<file path="config.mk">
export PLATFORM = sky130hd
export DESIGN_NAME = acc_cpu_core
export DESIGN_NICKNAME = d
export VERILOG_FILES = /design/src/rtl/acc_cpu_core.sv
export SDC_FILE = /design/constraint.sdc
export NUM_CORES = 1
export LEC_CHECK = 0
export CAP_MARGIN = 25
export CORE_UTILIZATION = 42
export CTS_BUF_LIST = sky130_fd_sc_hd__clkbuf_16
export DETAILED_ROUTE_END_ITERATION = 16
export PLACE_DENSITY = 0.7
export SLEW_MARGIN = 20
export SYNTH_ARGS = -nofsm -noshare
export SYNTH_HDL_FRONTEND = slang
export SYNTH_SLANG_ARGS = --single-unit
</file>
<file path="constraint.sdc">
create_clock -name clock -period 3.97 [get_ports clock]
set_input_delay 0.397 -clock clock [delete_from_list [all_inputs] [get_ports clock]]
set_output_delay 0.397 -clock clock [all_outputs]
set_load 0.1 [all_outputs]
</file>
<file path="src/rtl/acc_cpu_core.sv">
// Accumulator CPU core: FETCH/DECODE/EXEC/HALT sequencer with a single-port
// request/acknowledge memory interface, zero/carry flags and a registered I/O port.
module acc_cpu_core #(
  parameter int WORD_W = 8,
  parameter int OP_W   = 3,
  localparam int A_W   = WORD_W - OP_W
) (
  input  logic              clock,
  input  logic              reset,
  input  logic              run,
  output logic              mem_req,
  output logic              mem_we,
  output logic [A_W-1:0]    mem_addr,
  output logic [WORD_W-1:0] mem_wdata,
  input  logic [WORD_W-1:0] mem_rdata,
  input  logic              mem_ack,
  input  logic [WORD_W-1:0] io_in,
  output logic [WORD_W-1:0] io_out,
  output logic [WORD_W-1:0] acc,
  output logic [A_W-1:0]    pc,
  output logic              z_flag,
  output logic              c_flag,
  output logic              halted
);

  typedef enum logic [1:0] {
    S_FETCH  = 2'd0,
    S_DECODE = 2'd1,
    S_EXEC   = 2'd2,
    S_HALT   = 2'd3
  } state_t;

  localparam logic [OP_W-1:0] OP_LOAD  = OP_W'(0);
  localparam logic [OP_W-1:0] OP_STORE = OP_W'(1);
  localparam logic [OP_W-1:0] OP_ADD   = OP_W'(2);
  localparam logic [OP_W-1:0] OP_SUB   = OP_W'(3);
  localparam logic [OP_W-1:0] OP_XOR   = OP_W'(4);
  localparam logic [OP_W-1:0] OP_BZ    = OP_W'(5);
  localparam logic [OP_W-1:0] OP_JMP   = OP_W'(6);
  localparam logic [OP_W-1:0] OP_SYS   = OP_W'(7);

  state_t              state_q, state_d;
  logic [A_W-1:0]      pc_q, pc_d;
  logic [WORD_W-1:0]   acc_q, acc_d;
  logic [WORD_W-1:0]   ir_q, ir_d;
  logic [WORD_W-1:0]   io_out_q, io_out_d;
  logic                z_q, z_d;
  logic                c_q, c_d;
  logic                fetch_pend_q, fetch_pend_d;

  logic                req, we;
  logic [OP_W-1:0]     opc;
  logic [A_W-1:0]      operand;
  logic [1:0]          sys_sub;
  logic                is_mem_op;
  logic [WORD_W:0]     sum, diff, inc;

  assign opc       = ir_q[WORD_W-1 -: OP_W];
  assign operand   = ir_q[A_W-1:0];
  assign sys_sub   = ir_q[1:0];
  assign is_mem_op = (opc < OP_W'(5));

  // Extra top bit carries the ADD/INC carry-out and the SUB borrow.
  assign sum  = {1'b0, acc_q} + {1'b0, mem_rdata};
  assign diff = {1'b0, acc_q} - {1'b0, mem_rdata};
  assign inc  = {1'b0, acc_q} + (WORD_W+1)'(1);

  always_comb begin
    // NOTE: every variable gets a default first so no path can infer a latch.
    state_d      = state_q;
    pc_d         = pc_q;
    acc_d        = acc_q;
    ir_d         = ir_q;
    io_out_d     = io_out_q;
    z_d          = z_q;
    c_d          = c_q;
    fetch_pend_d = 1'b0;
    req          = 1'b0;
    we           = 1'b0;
    mem_addr     = pc_q;

    case (state_q)
      S_FETCH: begin
        // A fetch already on the bus stays requested even if run drops.
        req = run | fetch_pend_q;
        if (req) begin
          if (mem_ack) begin
            ir_d    = mem_rdata;
            pc_d    = pc_q + A_W'(1);
            state_d = S_DECODE;
          end else begin
            fetch_pend_d = 1'b1;
          end
        end
      end

      S_DECODE: begin
        if (opc == OP_SYS && sys_sub == 2'd0) state_d = S_HALT;
        else                                  state_d = S_EXEC;
      end

      S_EXEC: begin
        mem_addr = operand;
        if (is_mem_op) begin
          req = 1'b1;
          we  = (opc == OP_STORE);
          if (mem_ack) begin
            case (opc)
              OP_LOAD: begin
                acc_d = mem_rdata;
                z_d   = (mem_rdata == '0);
              end
              OP_ADD: begin
                {c_d, acc_d} = sum;
                z_d          = (sum[WORD_W-1:0] == '0);
              end
              OP_SUB: begin
                {c_d, acc_d} = diff;
                z_d          = (diff[WORD_W-1:0] == '0);
              end
              OP_XOR: begin
                acc_d = acc_q ^ mem_rdata;
                z_d   = ((acc_q ^ mem_rdata) == '0);
              end
              default: ;
            endcase
            state_d = S_FETCH;
          end
        end else begin
          case (opc)
            OP_BZ:  if (z_q) pc_d = operand;
            OP_JMP: pc_d = operand;
            OP_SYS: begin
              case (sys_sub)
                2'd1: begin
                  acc_d = io_in;
                  z_d   = (io_in == '0);
                end
                2'd2: io_out_d = acc_q;
                2'd3: begin
                  {c_d, acc_d} = inc;
                  z_d          = (inc[WORD_W-1:0] == '0);
                end
                default: ;
              endcase
            end
            default: ;
          endcase
          state_d = S_FETCH;
        end
      end

      S_HALT: ;

      default: state_d = S_FETCH;
    endcase
  end

  // NOTE: sequential state is written with non-blocking assignments only.
  always_ff @(posedge clock) begin
    if (reset) begin
      state_q      <= S_FETCH;
      pc_q         <= '0;
      acc_q        <= '0;
      ir_q         <= '0;
      io_out_q     <= '0;
      z_q          <= 1'b1;
      c_q          <= 1'b0;
      fetch_pend_q <= 1'b0;
    end else begin
      state_q      <= state_d;
      pc_q         <= pc_d;
      acc_q        <= acc_d;
      ir_q         <= ir_d;
      io_out_q     <= io_out_d;
      z_q          <= z_d;
      c_q          <= c_d;
      fetch_pend_q <= fetch_pend_d;
    end
  end

  // Requests are suppressed while reset is held so no access can start.
  assign mem_req   = req & ~reset;
  assign mem_we    = we & ~reset;
  assign mem_wdata = acc_q;
  assign io_out    = io_out_q;
  assign acc       = acc_q;
  assign pc        = pc_q;
  assign z_flag    = z_q;
  assign c_flag    = c_q;
  assign halted    = (state_q == S_HALT);

endmodule
</file>
==> out/metrics.yaml, run 1 <==
detailed_routing:
  wirelength_um: 9290
  routed.top_layer: "met4"
  drt_iter0_markers: 291
  wl_per_cell_um: 17.0
  met1_length_um: 4200
  drc_errors: 0
  drtAntennaViolNets: 0
  avgViaCountPerCell: 5.98
  wl_met3_um: 603
  vias: 3275
  wl_met2_um: 4360
  dr.pass1.iters: 5
timing:
  max_freq_ghz: 0.332
  slew_violations: 0
  period_share_pct: 75.9
  setup_viol: 0
  tightest_slew_ps: 974
  hold_violations: 0
  finalSetupTns_ps: 0
  relSlewSlack_pct: 34.8
  fin_skew_ps: 3.32
  rsz0062_at_grt: "false"
  fin_ws_ps: 955
  min_period_ps: 3020
floorplan:
  die_w_um: 88.7
  die_h_um: 88.7
  die-area_um2: 7860
  num_rows: 31
  top_level_ports: 59
  start_util_pct: 43.5
  coreArea_um2: 7250
yosys:
  syn-num-nets: 453
  ys_ff_latch: 34
  synth_edf_count: 0
  synth_cell_types: 74
  yosys_warnings: 0
  netlist_area_um2: 3150
  yosysSeqAreaShare_pct: 21.6
  synth_cells: 412
  synthArstFlopShare_pct: 0
  synth.avg_cell_area_um2: 7.66
  synth_flop_cell: "dfxtp_1"
grt:
  grt_max_degree: 25
  grt_overflow: 0
  grt_pass1_wl_um: 14700
  antenna_found_initial: 0
  grt_pass1_vias: 2942
  track_usage_pct: 24.4
placement:
  dp.final_hpwl_um: 6890
  port_buffers: 58
  placed_cells: 540
  pre_cts_ws_ps: 894
  globalplace.congestion: 0.905
final_layout:
  stdcell_count: 548
  fill_cells: 702
  multiInputGateArea_um2: 2220
  num-nets-final: 489
  layout-drive-gt1-share_pct: 8.24
  syn_to_final_growth_pct: 21.9
  seqCellArea_um2: 681
  antenna_cells: 0
clock_tree:
  hold_buffers: 0
  clk_pin_slew_ps: 60
  clock_path_buffers: 2
  clock-sinks: 34
  post_cts_buffers: 0
  cts_resized: 0
  clock-root-buffer: "clkbuf_16"
  numCtsBuffers: 5
  htreeDepth: 2
  insertion_delay_ps: 280
  cts_tree: "done"
worst_setup_path:
  cp_max_fo: 15
  required_ps: 3570
  setup.worst_path.start_class: "flip-flop"
  crit_buf_inv: 1
  critPathTopFamily: "buffers and inverters"
  crit_path_top_delay_cell: "clkdlybuf4s50_1"
  crit_arrival_ps: 2620
  critical_path.most_common_cell: "nand2_1"
  slowest_delay_ps: 1130
  path_class: "flip-flop to primary output"
  end_kind: "primary output"
  worstPathCellList: "and2b_1 -> nand2_1 -> nand2_1 -> clkdlybuf4s50_1"
hold_path:
  hp-class: "flip-flop to flip-flop"
power_and_ir_drop:
  ir_drop_mv: 0.192
  cellPowerDensity_nw_per_um2: 274
  p_leak_uw: 0.00142
run_status:
  status: "finished, final reports clean"
run:
  maxCapViolations: 0
-- cell type report --
type / instances / area share (%)
Inverter: 19 / 1.85
Clock buffer: 5 / 3.25
Tap cell: 99 / 3.22
Multi-Input combinational cell: 326 / 57.8
Timing Repair Buffer: 62 / 15.7
Clock inverter: 3 / 0.423
Sequential cell: 34 / 17.7
-- stage by stage --
step	hold slack [ps]	cell area (um^2)	utilization (%)	total power, uW
floorplan	460	3160	-	596
finish	493	3850	53.0	1050
CTS	502	3850	53.0	1050
global route	513	3850	53.0	1100
detailed placement	485	3700	51.1	671
global placement	472	3700	51.1	669
-- routing by layer --
metal  vias up  global-route usage, %
met1      1547                   33.7
met5         -                      0
li1       1563                      -
met3        16                   3.26
met2       149                   39.7
met4         0                   6.74
-- cells in the final DEF (no fill, tap or decap), drive strengths merged, types with 7 or more instances in the layout --
cell type,Yosys,final
o31ai,7,7
ha,19,19
a21oi,25,25
a31oi,7,7
nor4,8,8
o21ai,18,18
mux2i,17,17
clkdlybuf4s50,0,56
a211oi,8,8
nand2,35,35
xnor2,8,8
nand3,13,13
nor2,53,53
dfxtp,34,34
inv,19,19
nand2b,9,9
nor3,10,10
-- kinds of logic after synthesis --
group           count (synthesis)  share of synthesized area [%]
xor+xnor                       14                           3.89
buf+inv                        52                           8.29
flops                          34                           21.6
compound gates                111                           26.1
mux                            17                           5.39
fa+ha+maj                      21                           8.81
simple gates                  163                           26.0
-- synth_stat cells, drive strengths merged, types with 4 or more instances --
library cell	count	area, um^2
and3	4	25.0
inv	19	71.3
nand3	13	65.1
buf	21	145
nor4	8	56.3
o22ai	6	43.8
xor2	6	52.6
mux2i	17	170
and2b	4	35.0
clkbuf	12	45.0
xnor2	8	70.1
o21ai	18	90.1
a31oi	7	43.8
nor3	10	50.1
nand4	4	25.0
o31ai	7	57.6
nand2	35	131
dfxtp	34	681
ha	19	238
nand2b	9	63.8
or2	4	25.0
a211oi	8	87.6
a21oi	25	125
a2111oi	4	47.6
a21o	4	30.0
nor2	53	204
-- power by group --
| part | switching, uW | internal, uW |
|---|---|---|
| Clock | 157 | 229 |
| Combinational | 190 | 101 |
| Sequential | 26.2 | 352 |
-- path summary, 6_finish.rpt --
check                                        startpoint                endpoint  slack [ps]  depth (start not counted)
worst min register to register   io_out[7]$_SDFFE_PP0P_  io_out[7]$_SDFFE_PP0P_         490                          2
worst max-delay path            state_q[0]$_SDFFE_PP0P_             mem_addr[1]         950                          4
worst max register to register      acc[2]$_SDFFE_PP0P_     acc[5]$_SDFFE_PP0P_        1360                          7
worst min-delay path             io_out[7]$_SDFFE_PP0P_  io_out[7]$_SDFFE_PP0P_         490                          2
-- state kept, by name, summed over array words and instances, names as in the netlist --
register and count:
acc 8, c_flag 1, fetch_pend_q 1, io_out 8, ir_q 8, pc 5
state_q 2, z_flag 1
-- worst min-delay path: cells and delay by family (launching register included) --
family	cells	cell delay, ps
simple gates	1	70
mux	1	70
flops	1	320
Note: power is estimated with default switching activity, not from simulation.
==> inputs of run 2 (changes only) <==
PLACE_DENSITY = 0.72   (was 0.7)
clock period = 2.6 ns   (was 3.97 ns; I/O delays follow)
==> run 2 against run 1 <==
  * Design area increased by 7.4%
  * Routed wire length up 3.2%
  * Register-to-register slack worse by 1100 ps
  * Final cell count grew 8.2%
  * Core utilization is 3.9 points higher
  * Clock skew grew 1.0 ps
  * Sequential share of layout area is 1.0 points lower
  * Global-route usage grew 1.1 points
  * Highest routed layer unchanged
  * Via count grew 4.7%
==> out/metrics.yaml, run 2 (same netlist as run 1, synthesis figures left out) <==
detailed_routing:
  wirelength_um: 9590  # +3.2%
  drc_errors: 0  # unchanged
  dr.pass1.iters: 5  # unchanged
  vias: 3428  # +4.7%
  avgViaCountPerCell: 5.78  # -3.3%
  wl_per_cell_um: 16.2  # -4.7%
  drtAntennaViolNets: 0  # unchanged
  drt_iter0_markers: 237  # -19%
worst_setup_path:
  worstReg2RegStart: "acc[0]$_SDFFE_PP0P_"
  crit_path_top_delay_cell: "fa_1"
  critPathTopFamily: "adder cells"
  worstPathCellList: "clkdlybuf4s50_1 -> buf_4 -> ha_1 -> fa_1 -> nand2b_4 -> a211oi_4 -> or2_2 -> a221oi_1 -> nand4_1 -> nand3_1"
  crit_arrival_ps: 2650  # +30 ps
  slowest_delay_ps: 470  # -660 ps
  end_kind: "flip-flop"
  crit_start: "mem_rdata[0]"
  worstSetupEndpoint: "z_flag$_SDFFE_PP1P_"
  r2r_slack_ps: 270  # -1090 ps
  setup.worst_path.start_class: "input port"
  reg2reg_depth: 9  # +2
  required_ps: 2820  # -750 ps
  cp.depth: 10  # +6
  crit_buf_inv: 2  # +1
  path_class: "input port to flip-flop"
  cp_max_fo: 5  # -10
  worst_r2r_endpoint: "z_flag$_SDFFE_PP1P_"
floorplan:
  coreArea_um2: 7250  # unchanged
  num_rows: 31  # unchanged
  die-area_um2: 7860  # unchanged
  die_h_um: 88.7  # unchanged
  top_level_ports: 59  # unchanged
  die_w_um: 88.7  # unchanged
  start_util_pct: 43.5  # unchanged
clock_tree:
  post_cts_buffers: 0  # unchanged
  insertion_delay_ps: 280  # about the same
  htreeDepth: 2  # unchanged
  clock_path_buffers: 2  # unchanged
  clock-sinks: 34  # unchanged
  numCtsBuffers: 5  # unchanged
  hold_buffers: 0  # unchanged
  cts_resized: 0  # unchanged
  clock-root-buffer: "clkbuf_16"
  clk_pin_slew_ps: 50  # about the same
  cts_tree: "done"
timing:
  tightest_slew_ps: 590  # -384 ps
  max_freq_ghz: 0.411
  hold_violations: 0  # unchanged
  finalSetupTns_ps: 0  # unchanged
  relSlewSlack_pct: 59.6  # +25 points
  setup_viol: 0  # unchanged
  fin_ws_ps: 168  # -787 ps
  min_period_ps: 2430
  slew_violations: 0  # unchanged
  fin_skew_ps: 4.35  # +1.02 ps
  period_share_pct: 93.5
  rsz0062_at_grt: "false"
run_status:
  status: "finished, final reports clean"
placement:
  dp.final_hpwl_um: 7510  # +9.1%
  port_buffers: 58  # unchanged
  pre_cts_ws_ps: -115  # -1010 ps
  globalplace.congestion: 0.918  # +1.4%
  placed_cells: 585  # +8.3%
final_layout:
  antenna_cells: 0  # unchanged
  layout-drive-gt1-share_pct: 25.7  # +17 points
  num-nets-final: 534  # +9.2%
  stdcell_count: 593  # +8.2%
  fill_cells: 666  # -5.1%
  final_cell_mix: "buf_4, nor2_1, nand2_1"
  syn_to_final_growth_pct: 30.9
  layout_commonest_cell: "buf_4"
power_and_ir_drop:
  power_uw: 1650  # +57%
  p_leak_uw: 0.00173  # +22%
  ir_drop_mv: 0.383  # +100%
  cellPowerDensity_nw_per_um2: 400  # +46%
grt:
  grt_overflow: 0  # unchanged
  track_usage_pct: 25.5  # +1.1 points
  grt_pass1_vias: 3140  # +6.7%
  grt_max_degree: 21  # -16%
  antenna_found_initial: 0  # unchanged
  grt_pass1_wl_um: 15400  # +4.2%
hold_path:
  hp-class: "flip-flop to flip-flop"
run:
  maxCapViolations: 0  # unchanged
==> run 2: cell types whose count changed in the layout (fill, tap and decap cells not counted), sizes merged <==
cell,delta
buf,+82
clkdlybuf4s50,-37
==> run 2: final cells by class <==
type                       count  area (um^2)  area share (%)
clock buffer                   5          125            3.03
clock inverter                 3         16.3           0.394
inverter                      19         71.3            1.73
multi-input combinational    326         2230            54.0
sequential                    34          689            16.7
tap                           99          124            3.00
timing repair buffer         107          876            21.2
==> run 2: tightest hold or removal path, cell delays in order (launching register included) <==
cell,delay [ps]
dfxtp_1,320
mux2i_1,60
nor2_1,80
==> run 2: worst min-delay path by stage <==
stage	depth (start not counted)	startpoint	endpoint	slack, ps
floorplan	1	mem_ack	fetch_pend_q$_SDFF_PP0_	340
global placement	2	io_out[7]$_SDFFE_PP0P_	io_out[7]$_SDFFE_PP0P_	480
detailed placement	2	io_out[0]$_SDFFE_PP0P_	io_out[0]$_SDFFE_PP0P_	490
CTS	2	io_out[6]$_SDFFE_PP0P_	io_out[6]$_SDFFE_PP0P_	500
global route	2	io_out[0]$_SDFFE_PP0P_	io_out[0]$_SDFFE_PP0P_	540
finish	2	ir_q[4]$_SDFFE_PP0P_	ir_q[4]$_SDFFE_PP0P_	490
==> run 2: per-stage QoR <==
step / hold WS, ps / utilization (%) / area (um^2)
6_report: 494 / 56.9 / 4130
5_1_grt: 535 / 56.9 / 4130
4_1_cts: 502 / 56.9 / 4130
3_5_place_dp: 487 / 55.0 / 3990
3_3_place_gp: 477 / 55.0 / 3990
2_1_floorplan: 339 / - / 3170
==> run 2: per-layer routing <==
| layer | GRT usage, % | vias to the layer above | share of wire (%) |
|---|---|---|---|
| li1 | - | 1649 | - |
| met1 | 34.2 | 1634 | 47 |
| met2 | 42.7 | 131 | 47 |
| met3 | 4.10 | 14 | 5.4 |
| met4 | 5.87 | 0 | 1.1 |
| met5 | 0 | - | 0 |
==> run 2: power by group <==
group          switching [uW]  internal (uW)
Combinational             312            197
Clock                     226            349
Sequential               29.2            538
Total                     568           1080
==> inputs of run 3 (changes only) <==
TNS_END_PERCENT = 50   (was unset)
==> run 3 against run 2 <==
  * Non-clock buffer count down 1
  * Sequential power about the same
  * Power up 0.29%
  * Worst hold slack worse by 2.7 ps
  * Via count down 2.8%
  * Final cell count down 0.17%
  * Largest cell class unchanged
  * Highest routed layer unchanged
==> out/metrics.yaml, run 3 (same netlist as run 1, synthesis figures left out) <==
worst_setup_path:
  slowest_delay_ps: 510  # +40 ps
  setup.worst_path.start_class: "input port"
  critical_path.most_common_cell: "a211oi_2"
  crit_path_top_delay_cell: "clkdlybuf4s50_1"
  worstPathCellList: "clkdlybuf4s50_1 -> ha_1 -> inv_1 -> fa_1 -> and3_1 -> o2111a_1 -> a211oi_2 -> nor2_1 -> a2111oi_2 -> a211oi_2"
  crit_arrival_ps: 2560  # -90 ps
  end_kind: "flip-flop"
  cp_max_fo: 2  # -3
  required_ps: 2750  # -70 ps
  path_class: "input port to flip-flop"
floorplan:
  die-area_um2: 7860  # unchanged
  die_h_um: 88.7  # unchanged
  top_level_ports: 59  # unchanged
  die_w_um: 88.7  # unchanged
  start_util_pct: 43.5  # unchanged
  coreArea_um2: 7250  # unchanged
  num_rows: 31  # unchanged
clock_tree:
  cts_resized: 0  # unchanged
  hold_buffers: 0  # unchanged
  insertion_delay_ps: 280  # about the same
  htreeDepth: 2  # unchanged
  clock-root-buffer: "clkbuf_16"
  clk_pin_slew_ps: 60  # about the same
  clock_path_buffers: 2  # unchanged
  cts_tree: "done"
  numCtsBuffers: 5  # unchanged
  clock-sinks: 34  # unchanged
  post_cts_buffers: 0  # unchanged
power_and_ir_drop:
  cellPowerDensity_nw_per_um2: 402  # +0.51%
  p_leak_uw: 0.00172  # -0.35%
  ir_drop_mv: 0.332  # -13%
detailed_routing:
  wirelength_um: 9750  # +1.7%
  drtAntennaViolNets: 0  # unchanged
  vias: 3331  # -2.8%
  avgViaCountPerCell: 5.63  # -2.7%
  drt_iter0_markers: 279  # +18%
  wl_per_cell_um: 16.5  # +1.9%
  dr.pass1.iters: 5  # unchanged
  drc_errors: 0  # unchanged
timing:
  max_freq_ghz: 0.415  # +0.82%
  min_period_ps: 2410  # -19.9 ps
  fin_ws_ps: 188  # +19.9 ps
  fin_skew_ps: 4.06  # -0.287 ps
  period_share_pct: 92.8  # -0.76 points
  setup_viol: 0  # unchanged
  slew_violations: 0  # unchanged
  hold_violations: 0  # unchanged
  relSlewSlack_pct: 61.5  # +1.8 points
  rsz0062_at_grt: "false"
  tightest_slew_ps: 563  # -26.9 ps
grt:
  track_usage_pct: 25.6  # +0.14 points
  grt_pass1_vias: 3121  # -0.61%
  antenna_found_initial: 0  # unchanged
  grt_max_degree: 28  # +33%
  grt_overflow: 0  # unchanged
  grt_pass1_wl_um: 15300  # -0.54%
final_layout:
  fill_cells: 680  # +2.1%
  postLayoutCoreUtil_pct: 56.8  # -0.12 points
  antenna_cells: 0  # unchanged
  syn_to_final_growth_pct: 30.7
  final_cell_mix: "buf_4, nor2_1, nand2_1"
  layout-drive-gt1-share_pct: 25.4  # -0.35 points
  layout_commonest_cell: "buf_4"
  num-nets-final: 533  # -0.19%
  stdcell_count: 592  # -0.17%
placement:
  dp.final_hpwl_um: 7640  # +1.6%
  globalplace.congestion: 0.892  # -2.8%
  placed_cells: 584  # -0.17%
  pre_cts_ws_ps: -79.8  # +35.5 ps
  port_buffers: 58  # unchanged
run:
  maxCapViolations: 0  # unchanged
hold_path:
  hp-class: "flip-flop to flip-flop"
run_status:
  status: "finished, final reports clean"
## run 3: layer usage
| layer | routed length (um) | global-route usage [%] | share of wire (%) | vias to the layer above |
|---|---|---|---|---|
| met5 | 0 | 0 | 0 | - |
| li1 | - | - | - | 1647 |
| met1 | 4320 | 33.3 | 44 | 1523 |
| met2 | 4500 | 41.5 | 46 | 131 |
| met4 | 321 | 11.1 | 3.3 | 0 |
| met3 | 602 | 4.76 | 6.2 | 30 |
## run 3: worst paths after layout
kind                     startpoint                     end  slack [ps]  depth (start not counted)
min          io_out[7]$_SDFFE_PP0P_  io_out[7]$_SDFFE_PP0P_         490                          2
min reg2reg  io_out[7]$_SDFFE_PP0P_  io_out[7]$_SDFFE_PP0P_         490                          2
max reg2reg     acc[0]$_SDFFE_PP0P_     acc[6]$_SDFFE_PP0P_         280                         10
max                    mem_rdata[0]     acc[6]$_SDFFE_PP0P_         190                         10
## run 3: worst max-delay path, delay by kind of cell
kind | cells | cell delay (ps)
simple gates | 2 | 270
fa+ha+maj | 2 | 530
buf+inv | 2 | 560
compound gates | 4 | 950
## run 3: layout make-up
| class | count | area [um^2] | share of cell area (%) |
|---|---|---|---|
| multi-input combinational | 326 | 2230 | 54.1 |
| timing repair buffer | 106 | 868 | 21.1 |
| inverter | 19 | 71.3 | 1.73 |
| clock inverter | 3 | 16.3 | 0.395 |
| clock buffer | 5 | 125 | 3.04 |
| sequential | 34 | 688 | 16.7 |
| tap | 99 | 124 | 3.01 |
## run 3: per-stage QoR
stage	TNS, ps	hold WS [ps]	power, uW	instance area, um^2
after CTS	0	501	1660	4120
after detailed placement	-259	485	1080	3980
final	0	492	1660	4120
after floorplan	-125	339	911	3170
after global routing	0	527	1730	4120
after global placement	-140	476	1080	3980
## run 3: where the power goes
part / total (uW) / switching (uW) / leakage (uW) / internal (uW)
combinational: 511 / 315 / 0.00138 / 196
sequential: 565 / 26.5 / 0.000279 / 538
clock: 581 / 231 / 0.0000672 / 350
